`src/rtl/ncl_pkg.sv`:
```
// rtl/ncl_pkg.sv - dual-rail NCL types, code points and per-bit decode helpers
package ncl_pkg;

  typedef struct packed {
    logic rail1;
    logic rail0;
  } dual_rail_logic;

  typedef enum logic [0:0] {
    WAIT_DATA = 1'b0,
    WAIT_NULL = 1'b1
  } rx_state_t;

  localparam logic [1:0] DR_NULL = 2'b00;
  localparam logic [1:0] DR_0    = 2'b01;
  localparam logic [1:0] DR_1    = 2'b10;

  function automatic logic dr_is_complete(input dual_rail_logic b);
    return (b == DR_0) || (b == DR_1);
  endfunction

  function automatic logic dr_is_null(input dual_rail_logic b);
    return b == DR_NULL;
  endfunction

  function automatic logic dr_is_illegal(input dual_rail_logic b);
    return b.rail1 && b.rail0;
  endfunction

endpackage

```
`src/rtl/ncl_rail_sync.sv`:
```
// rtl/ncl_rail_sync.sv - STAGES-deep flop chain bringing async rails into clk domain
module ncl_rail_sync #(
  parameter int WIDTH  = 12,
  parameter int STAGES = 2
) (
  input  logic             clk,
  input  logic             rst,
  input  logic [WIDTH-1:0] din,
  output logic [WIDTH-1:0] dout
);

  logic [WIDTH-1:0] chain [STAGES];

  always_ff @(posedge clk or posedge rst) begin
    if (rst) begin
      for (int i = 0; i < STAGES; i++) chain[i] <= '0;
    end else begin
      chain[0] <= din;
      for (int i = 1; i < STAGES; i++) chain[i] <= chain[i-1];
    end
  end

  assign dout = chain[STAGES-1];

endmodule

```
`src/rtl/ncl_dual_rail_rx.sv`:
```
// rtl/ncl_dual_rail_rx.sv - NCL dual-rail receiver: completion detect, ko handshake, valid/ready output
// Optional watchdog built only when NCL_RX_TIMEOUT_EN is defined.
module ncl_dual_rail_rx
  import ncl_pkg::*;
#(
  parameter int WIDTH          = 6,
  parameter int SYNC_STAGES    = 2,
  parameter int TIMEOUT_CYCLES = 1024
) (
  input  logic             clk,
  input  logic             rst,
  input  logic [WIDTH-1:0] din_rail1,
  input  logic [WIDTH-1:0] din_rail0,
  output logic             ko,
  output logic [WIDTH-1:0] out_data,
  output logic             out_valid,
  input  logic             out_ready,
  output logic             err,
  output logic             timeout
);

  logic [2*WIDTH-1:0] s_bus;
  logic [2*WIDTH-1:0] s_prev;
  logic [WIDTH-1:0]   bit_data;
  logic [WIDTH-1:0]   bit_null;
  logic [WIDTH-1:0]   bit_ill;
  logic               complete;
  logic               all_null;
  logic               illegal;
  logic               stable;
  logic               capture;
  logic               null_done;
  rx_state_t          state;

  ncl_rail_sync #(
    .WIDTH (2*WIDTH),
    .STAGES(SYNC_STAGES)
  ) u_sync (
    .clk (clk),
    .rst (rst),
    .din ({din_rail1, din_rail0}),
    .dout(s_bus)
  );

  for (genvar i = 0; i < WIDTH; i++) begin : g_bit
    dual_rail_logic b;
    assign b           = {s_bus[WIDTH+i], s_bus[i]};
    assign bit_data[i] = dr_is_complete(b);
    assign bit_null[i] = dr_is_null(b);
    assign bit_ill[i]  = dr_is_illegal(b);
  end

  assign complete = &bit_data;
  assign all_null = &bit_null;
  assign illegal  = |bit_ill;
  assign stable   = (s_bus == s_prev);

  // Capture may coincide with a drain, so the buffer only has to be free by the end of this cycle.
  assign capture   = (state == WAIT_DATA) && complete && stable && (!out_valid || out_ready);
  assign null_done = (state == WAIT_NULL) && all_null && stable;

  always_ff @(posedge clk or posedge rst) begin
    if (rst) begin
      s_prev    <= '0;
      state     <= WAIT_DATA;
      ko        <= 1'b1;
      out_valid <= 1'b0;
      out_data  <= '0;
      err       <= 1'b0;
    end else begin
      s_prev <= s_bus;
      if (illegal) err <= 1'b1;
      if (capture) begin
        out_data  <= s_bus[2*WIDTH-1:WIDTH];
        out_valid <= 1'b1;
        ko        <= 1'b0;
        state     <= WAIT_NULL;
      end else begin
        if (out_valid && out_ready) out_valid <= 1'b0;
        if (null_done) begin
          ko    <= 1'b1;
          state <= WAIT_DATA;
        end
      end
    end
  end

`ifdef NCL_RX_TIMEOUT_EN
  localparam int             CW     = $clog2(TIMEOUT_CYCLES + 1);
  localparam logic [CW-1:0]  TO_MAX = CW'(TIMEOUT_CYCLES);

  logic [CW-1:0] wd_cnt;
  logic          wd_flag;

  // A stalled consumer is not the NCL side's fault, so the watchdog pauses then.
  always_ff @(posedge clk or posedge rst) begin
    if (rst) begin
      wd_cnt  <= '0;
      wd_flag <= 1'b0;
    end else if (capture || null_done) begin
      wd_cnt <= '0;
    end else if (!(out_valid && !out_ready) && (wd_cnt != TO_MAX)) begin
      wd_cnt <= wd_cnt + CW'(1);
      if (wd_cnt + CW'(1) == TO_MAX) wd_flag <= 1'b1;
    end
  end

  assign timeout = wd_flag;
`else
  assign timeout = 1'b0;
`endif

endmodule
```
`config.mk`:
```
export PLATFORM = sky130hd
export DESIGN_NAME = ncl_dual_rail_rx
export DESIGN_NICKNAME = d
export VERILOG_FILES = /design/src/rtl/ncl_pkg.sv /design/src/rtl/ncl_rail_sync.sv /design/src/rtl/ncl_dual_rail_rx.sv
export SDC_FILE = /design/constraint.sdc
export NUM_CORES = 1
export LEC_CHECK = 0
export ABC_AREA = 1
export CORE_MARGIN = 2
export CORE_UTILIZATION = 40
export DETAILED_ROUTE_END_ITERATION = 6
export PLACE_DENSITY = 0.62
export SLEW_MARGIN = 20
export SYNTH_ARGS = -nofsm -noshare
export SYNTH_HDL_FRONTEND = slang
export SYNTH_SLANG_ARGS = --single-unit
```
`constraint.sdc`:
```
create_clock -name clk -period 1.88 [get_ports clk]
set_input_delay 0.376 -clock clk [delete_from_list [all_inputs] [get_ports clk]]
set_output_delay 0.376 -clock clk [all_outputs]
set_load 0.03 [all_outputs]
```
==> impl_results.md <==
- Critical Path End Type: output port
- Largest net degree at the start of global routing: 47
- Synth Area in Simple Gates: 23.7%
- Vias in the first global route: 1217
- Final worst slack: 0.0944 ns
- Post-synthesis mux area share: 0%
- CTS max path bufs: 2
- Die height: 72.7 um
- 1st-pass router iterations: 4
- Post-synth ARST share: 100%
- Pre-CTS WS: 0.249 ns
- Critical-path top delay cell: clkdlybuf4s50_1
- Startpoint types: flop
- R2R Setup Slk: 0.27 ns
- EDFF count, synth: 0
- Via-to-Cell Ratio: 4.45
- Via count: 1220
- Buf+Inv Stages, Crit Path: 1
- Top FF cell, synth: dfrtp_1
- Shortest period the worst path allows: 1.79 ns
- Final Util: 51.8%
- DPL Wire Length: 2320 um
- Placed Instances: 266
- Crit-path cells: clkdlybuf4s50_1
- WS Path Type: reg2out
- Port-buffer cells: 23
- Final Hold Viols: 0
- Max incr delay on CP: 0.70 ns
- Crit share post-route: 95.0%
- Rows: 24
- # IOs: 25
- Post-Synth Adder-Cell Area: 7.96%
- Drt wl/cell: 11.4 um
- Non-filler cells, final: 274
- GRT overflow: 0
- Post-layout nets: 248
- Initial antenna violation count: 0
- Yosys warns: 0
- Leakage Power: 1.20 nW
- Later-pin clock latency in the skew report: 0.29 ns
- Reg2reg end: out_data[1]$_DFFE_PP0P_
- Min-Delay Path Depth: 0
- Post-route ant nets: 0
- Slew Limit Fails: 0
- Routability cong.: 0.899
- Sink Count: 46
- Hold Startpoint: u_sync.chain[15]$_DFF_PP0_
- Worst Path Required: 1.50 ns
- Initial DRC count: 76
- Post-Synthesis Net Count: 216
- Area delta synth->final: 22.0%
- Fmax: 560 MHz
- Hold WC Path Type: reg2reg
- Ant. Diodes: 0
- Setup violators final: 0
- Synth cell count leaders: 79 x nand2_1, 45 x dfrtp_1, 16 x inv_1, 12 x ha_1, 8 x inv_2
- Syn Inst Count: 189
- Clk root buf: clkbuf_8
- Outcome: finished clean
- Core ar.: 4440 um2
- Arrival time at the worst endpoint: 1.41 ns
- Syn Std Cell Area: 1890 um2
- Clock skew: 0.00330 ns
- Fraction of layout cells with a size suffix above 1: 13.1%
- Seq/Total Area, Yosys: 61.1%
- Crit path max fanout: 2
- First-pass GRT wire length: 5440 um
- Setup TNS: 0 ns
- Synth area leaders: dfrtp_1 60%, nand2_1 16%, ha_1 8.0%
- CP delay by family, top: buffers and inverters
- Clock Pin Slew Worst Setup and Hold Paths: 0.09 ns
- Initial Util: 42.5%
- Power per standard cell area: 784 nW/um2
- TritonCTS clock tree: built
- Crit Reg-Reg Startpoint: u_sync.dout[8]$_DFF_PP0_
- Tot GR Track Use: 13.6%
- Worst vdd ir: 0.000485 V
- RSZ-0062 raised after global routing: no
- Hold endpoint: u_sync.dout[3]$_DFF_PP0_
- Average cell area after synthesis: 9.98 um2
- # Max-Cap Violations: 0
- Most frequent cell after synthesis: nand2_1
- Largest family of logic cells by synthesized area: simple AND/OR/NAND/NOR gates
- WL final: 3130 um
- Die ar.: 5280 um2
- Top-area cell type share of the netlist area: 59.7%
- CTS buffer count: 5
- Reg2Reg Depth: 7
- CTS H-tree lvls: 2
- DRC errors left: 0
- Synth area leader: dfrtp_1
- Synth unique cells: 22
- Synth Area in Compound Gates: 0.265%
- Die extent in x: 72.7 um
- #FFs+latches synth: 46
- XOR/XNOR share of the synthesized area: 1.39%
## logic make-up (layout without fill, tap and decap cells)
| family | count (synthesis) | in the layout |
|---|---|---|
| adders and majority gates | 12 | 12 |
| and+or+nand+nor | 100 | 100 |
| DFF | 46 | 46 |
| AOI/OAI and AO/OA | 1 | 1 |
| xor gates and xnor gates | 3 | 3 |
| other | 1 | 1 |
| buffers and inverters | 26 | 59 |
## per-layer routing
metal | global-route usage [%] | part of all wire [%] | routed length (um) | up-vias
met1 | 18.8 | 50 | 1580 | 562
li1 | - | - | - | 629
met3 | 3.73 | 4.2 | 132 | 2
met2 | 20.9 | 45 | 1400 | 27
met5 | 0 | 0 | 0 | -
met4 | 4.32 | 0.67 | 21 | 0
## worst max path at each step
stage,cells past startpoint,to,slack (ns),startpoint
after CTS,1,ko,0.01,ko$_DFFE_PP1P_
after detailed placement,7,out_data[4]$_DFFE_PP0P_,0.25,out_ready
after floorplan,1,err$_DFFE_PP0P_,0.42,rst
after global routing,1,out_data[1],0.08,out_data[1]$_DFFE_PP0P_
after global placement,7,out_data[2]$_DFFE_PP0P_,0.30,out_ready
final,1,out_data[1],0.09,out_data[1]$_DFFE_PP0P_
## cell type report
class / instances / area, um2
clock buffers: 5 / 68.8
clock inverters: 3 / 21.3
repair buffers: 26 / 268
inverters: 25 / 93.8
multi-input cells: 117 / 633
fillers: 402 / 2140
well taps: 52 / 65.1
flip-flops and latches: 46 / 1150
## state kept, by name, indices dropped and copies added, names as in the netlist
signal	count
s_prev	12
state	1
out_data	6
u_sync.chain	12
u_sync.dout	12
out_valid	1
err	1
ko	1
## where the power goes
part           switching (mW)  total (mW)  leakage, nW  internal, mW
Clock                   0.332       0.593       0.0441         0.261
Sequential             0.0288        1.06        0.551          1.03
Combinational          0.0840       0.154        0.605        0.0700
Total                   0.445        1.80         1.20          1.36
## repair_timing
action / 4_1_cts / 5_1_grt
setup endpoints to repair: 0 / 1
gates resized for setup: 0 / 1
setup buffers: 0 / 0
hold buffers: 0 / 0
## layout by cell type (no fill, tap or decap), drive strengths merged, types with 2 or more instances in the layout
master         Yosys  final
clkdlybuf4s50      0     22
clkinv             1      4
nor2              11     11
xnor2              3      3
dfrtp             45     45
inv               24     23
buf                1      3
nand2             80     80
nand3b             2      2
clkbuf             0      5
nand4              2      2
nand3              3      3
ha                12     12
## worst reg2reg max path, stage by stage, from the launching register on
cell	delay, ns
dfrtp_1	0.47
inv_2	0.07
ha_1	0.28
nand4_1	0.08
nand3b_1	0.23
nand3b_4	0.24
nand2_1	0.09
nand2_1	0.05
## per-stage QoR
step,cell area [um2],power (mW),hold slack [ns]
6_report,2300,1.80,0.353
5_1_grt,2300,1.90,0.369
4_1_cts,2300,1.83,0.356
3_5_place_dp,2210,1.23,0.335
3_3_place_gp,2210,1.23,0.332
2_1_floorplan,1890,1.17,0.331
(Power assumes the default switching activity.)
